## src/rtl/iport_conditioner.sv

```systemverilog
// rtl/iport_conditioner.sv - input-port synchronizer, per-bit debouncer and sticky edge flags
module iport_conditioner #(
  parameter int WIDTH           = 8,
  parameter int DEBOUNCE_CYCLES = 16
) (
  input  logic             clk,
  input  logic             rst_n,
  input  logic [WIDTH-1:0] raw,
  input  logic             clr_we,
  input  logic [WIDTH-1:0] clr_mask,
  output logic [31:0]      iport,
  output logic             event_any
);

  localparam int CW = $clog2(DEBOUNCE_CYCLES + 1);
  localparam logic [CW-1:0] CNT_LAST = CW'(DEBOUNCE_CYCLES - 1);

  logic [WIDTH-1:0] sync1;
  logic [WIDTH-1:0] sync2;
  logic [WIDTH-1:0] level;
  logic [WIDTH-1:0] level_nxt;
  logic [WIDTH-1:0] rise;
  logic [WIDTH-1:0] fall;
  logic [WIDTH-1:0] clr;
  logic [CW-1:0]    cnt     [WIDTH];
  logic [CW-1:0]    cnt_nxt [WIDTH];

  // Any sample agreeing with the accepted level restarts the run of disagreements.
  always_comb begin
    for (int i = 0; i < WIDTH; i++) begin
      level_nxt[i] = level[i];
      cnt_nxt[i]   = '0;
      if (sync2[i] != level[i]) begin
        if (cnt[i] == CNT_LAST) begin
          level_nxt[i] = sync2[i];
        end else begin
          cnt_nxt[i] = cnt[i] + CW'(1);
        end
      end
    end
  end

  assign clr = clr_we ? clr_mask : '0;

  always_ff @(posedge clk or negedge rst_n) begin
    if (!rst_n) begin
      sync1 <= '0;
      sync2 <= '0;
      level <= '0;
      rise  <= '0;
      fall  <= '0;
      for (int i = 0; i < WIDTH; i++) begin
        cnt[i] <= '0;
      end
    end else begin
      sync1 <= raw;
      sync2 <= sync1;
      level <= level_nxt;
      // Set is OR-ed after the clear so a same-edge event is never lost.
      rise  <= (rise & ~clr) | (level_nxt & ~level);
      fall  <= (fall & ~clr) | (~level_nxt & level);
      for (int i = 0; i < WIDTH; i++) begin
        cnt[i] <= cnt_nxt[i];
      end
    end
  end

  assign iport     = {8'h00, 8'(fall), 8'(rise), 8'(level)};
  assign event_any = (|rise) | (|fall);

endmodule
```

## config.mk

```make
export PLATFORM = sky130hd
export DESIGN_NAME = iport_conditioner
export DESIGN_NICKNAME = d
export VERILOG_FILES = /design/src/rtl/iport_conditioner.sv
export SDC_FILE = /design/constraint.sdc
export NUM_CORES = 1
export LEC_CHECK = 0
export ABC_AREA = 0
export BUFFER_PORTS_ARGS = -buffer_cell sky130_fd_sc_hd__buf_4
export CAP_MARGIN = 20
export CORE_MARGIN = 2
export CORE_UTILIZATION = 43
export CTS_BUF_LIST = sky130_fd_sc_hd__clkbuf_16
export DETAILED_ROUTE_END_ITERATION = 8
export SYNTH_ARGS = -nofsm -noshare
export SYNTH_HDL_FRONTEND = slang
export SYNTH_SLANG_ARGS = --single-unit
```

## constraint.sdc

```tcl
create_clock -name clk -period 2.6 [get_ports clk]
set_clock_uncertainty 0.05 [all_clocks]
set_input_delay 0.52 -clock clk [delete_from_list [all_inputs] [get_ports clk]]
set_output_delay 0.52 -clock clk [all_outputs]
set_load 0.01 [all_outputs]
```

Word-level counts from Yosys, hierarchy flattened
Index checks and enable logic that the tools add are counted.

word-level totals
  register bits = 80
  bits in latches = 0
  bits in writable memories = 0
  memory bits (read-only) = 0
  bits of input ports = 19
  output and inout port bits = 33
  word-level logic and storage cells = 82
  memories = 0

cells by class
  $add $sub $neg = 8
  multiply operators = 0
  div/mod/pow operators = 0
  magnitude comparators = 0
  equal/unequal tests = 16
  shift-type cells = 0
  multiplexer cells = 33
  bitwise operators = 10
  reductions and logical operators = 2

operators by type and width
  operator                                       count
  two-way mux 5 bit                              16
  adder 5 x 1 -> 5 bit, second input constant    8
  == test 5 x 4 -> 1 bit, second input constant  8
  bitwise AND 8 bit                              4
  NOT 8 bit                                      3
  two-way mux 1 bit                              16
  bitwise OR 8 bit                               2
  OR reduction 8 bit                             2
  two-way mux 8 bit                              1
  != test 1 bit                                  8
  bitwise OR 1 bit                               1

Logic depth before layout (Yosys ltp)
  word-level depth = 6
  depth in mapped cells = 4
  depth with buffers taken out = 4

Worst setup path before layout
Ideal clock, no wire load.

  path type = register -> output
  start point = register rise[2]
  end point = output event_any
  arrival = 0.846 ns
  data required time = 2.030 ns
  setup slack = 1.184 ns
  stages on the path, launching flop included = 3
  buffers on the path = 0
  cell sequence = dfrtp_1 -> nor4_1 -> nand4_1

between the ends
  longest elaborated chain between the ends = 2

RTL lines
  item                    line  text
  from (decl)             22    logic [WIDTH-1:0] rise;
  from (signal assigned)  60    rise <= (rise & ~clr) | (level_nxt & ~level);
  OR reduction 8 bit      69    assign event_any = (|rise) | (|fall);
  bitwise OR 1 bit        69
  to (decl)               12    output logic event_any

No other way between the ends.

Final worst setup path
  start point = register rise[1]
  end point = output event_any

Same word-level chain as after synthesis.

==> flow_metrics.tcl <==
set metrics [dict create \
    groute.usage.overall_pct 15.88 \
    drive_above_1_share_pct 24.92 \
    power_density_mw_per_mm2 710.3 \
    hold_viol_final 0 \
    insertion_delay_ns 0.33 \
    ctsRootBufferMaster "clkbuf_16" \
    numClockSinks 80 \
    grt_overflow 0 \
    rr_startpoint "cnt[15]" \
    synthTopCellsByArea "dfrtp_1 (61%), nand2_1 (4.6%), nand4b_4 (4.3%), xor2_1 (4.3%), mux2_4 (3.7%)" \
    core_mm2 0.007331 \
    initialDrtViolationCount 93 \
    synth_seq_area_share_pct 61.02 \
    postCtsSetupRepairBufs 0 \
    ir_drop_mv 0.3008 \
    reg2reg_slack_ns 1.31 \
    grt_pass1_wl_um 10090 \
    clkTransAtPathRegs_ns 0.06 \
    regArea_mm2 0.002002 \
    setup_violations 0 \
    fp.dieArea_mm2 0.008344 \
    first_global_vias 2048 \
    path_max_fanout 3 \
    ys_ff_latch 80 \
    route.vias.total 2064 \
    wirelength_um 5914 \
    post_cts_resized 0 \
    final_cell_mix "dfrtp_1 (80), buf_4 (43), nand2_1 (40)" \
    ys_types 22 \
    cp-startpoint "rise[1]" \
    area_growth_pct 23.57 \
    grt_max_degree 50 \
    setup_tns_ns 0 \
    fp.dieW_um 91.35 \
    first_pass_iters 4 \
    diodes 0 \
    startpoint_type "register" \
    worstSetupPathType "register to output port" \
    routabilityCongestion 0.7916 \
    crit_required_ns 2.03 \
    synth_area_mm2 0.003281 \
    yosysTopAreaCell "dfrtp_1" \
    leakagePower_nw 2.232 \
    initial_core_util_pct 44.75 \
    drv_cap 0 \
    status "complete, no violations" \
    postRouteAntennaNets 0 \
    hpwl_um 4371 \
    synth_top_area_share_pct 61.02 \
    min_path_type "primary input to async pin" \
    rows 31 \
    crit_arrival_ns 1.48 \
    wl_per_cell_um 14.08 \
    critPathCaptureType "output port" \
    die_y_um 91.35 \
    final_util_pct 55.30 \
    post-route-drc-count 0 \
    cts_max_path_buffers 2 \
    htreeDepth 3 \
    synth_area_per_cell_um2 12.47 \
    io_buffers 43 \
    yosysWarningCount 0 \
    vias_per_cell 4.914 \
    fin_nets 343 \
    period_needed_ns 2.046 \
    multi_input_area_mm2 0.001241 \
    cts-buffers-inserted 9 \
    final_common_cell "dfrtp_1" \
    nFillCells 617 \
    grt_antenna_before_repair 0 \
    fin_crit_sh_pct 78.68 \
    pin_count 52 \
    cts_tree "built" \
    max_freq_ghz 0.4888 \
    syn_inst 263 \
    drv_slew 0 \
    rsz0062_at_grt "no" \
    hold_buffers 0 \
]
==> logic make-up (layout without fill, tap and decap cells) <==
kind of cell	Yosys count	count (layout)	share of synthesized area (%)
buf+inv	9	60	1.945
flops	80	80	61.02
simple gates	101	101	18.61
other cells	1	8	0.1143
mux	8	8	3.661
compound gates	32	32	5.187
fa+ha+maj	8	8	3.051
xor+xnor	24	24	6.407
==> metal layers <==
metal	GRT usage, %	vias up	share of wire (%)
met5	0	-	0
met4	8.333	0	1.5
met3	5.394	7	6.6
met2	23.27	46	47
met1	20.90	1016	45
li1	-	995	-
==> sequential cells by signal, summed over array words and instances, names as in the netlist <==
name and flops:
sync1 8, rise 8, level 8, fall 8, cnt 40, sync2 8
==> path summary, 6_finish.rpt <==
check | endpoint | cells after the start
setup / recovery | event_any | 3
hold / removal | cnt[14] | 1
setup reg to reg | level[4] | 3
hold reg to reg | sync2[1] | 0
max in group asynchronous | cnt[38] | 2
min in group clk | sync1[5] | 1
==> cell type report <==
cell class,count,area share [%]
Clock inverter,7,2.932
Multi-Input combinational cell,181,30.62
Sequential cell,80,49.38
Clock buffer,9,5.556
Tap cell,99,3.056
Timing Repair Buffer,44,8.457
==> cell usage after synthesis (all sizes together) <==
| cell | number |
|---|---|
| xnor2 | 8 |
| a31oi | 8 |
| conb | 1 |
| and2 | 1 |
| nor2 | 16 |
| nand4 | 1 |
| dfrtp | 80 |
| ha | 8 |
| a21oi | 8 |
| xor2 | 16 |
| nand2b | 16 |
| clkbuf | 1 |
| mux2 | 8 |
| nand3 | 8 |
| and3 | 7 |
| buf | 8 |
| nand4b | 8 |
| nor4 | 4 |
| nand2 | 40 |
| o21ai | 16 |
==> where the power goes <==
group	switching (mW)	internal, mW
clock	0.483	0.939
combinational	0.0738	0.0591
sequential	0.0372	1.29
total	0.594	2.29
==> worst max-delay path, cell delays in order, from the launching register on <==
cell and delay (ns):
dfrtp_1 0.40, nor4_1 0.38, nand4_1 0.19, buf_4 0.18
==> through the flow <==
step	total power, mW	hold WS (ns)	cell area [µm²]	setup WS (ns)	instances
floorplan	1.421	0.1744	3307	1.184	270
CTS	2.919	0.08853	4054	0.5712	420
detailed placement	1.484	0.2847	3710	0.9295	404
finish	2.879	0.07675	4054	0.5542	420
global placement	1.480	0.2821	3710	0.9478	404
global route	2.999	0.1055	4054	0.4736	420
Note: power is estimated with default switching activity, not from simulation.
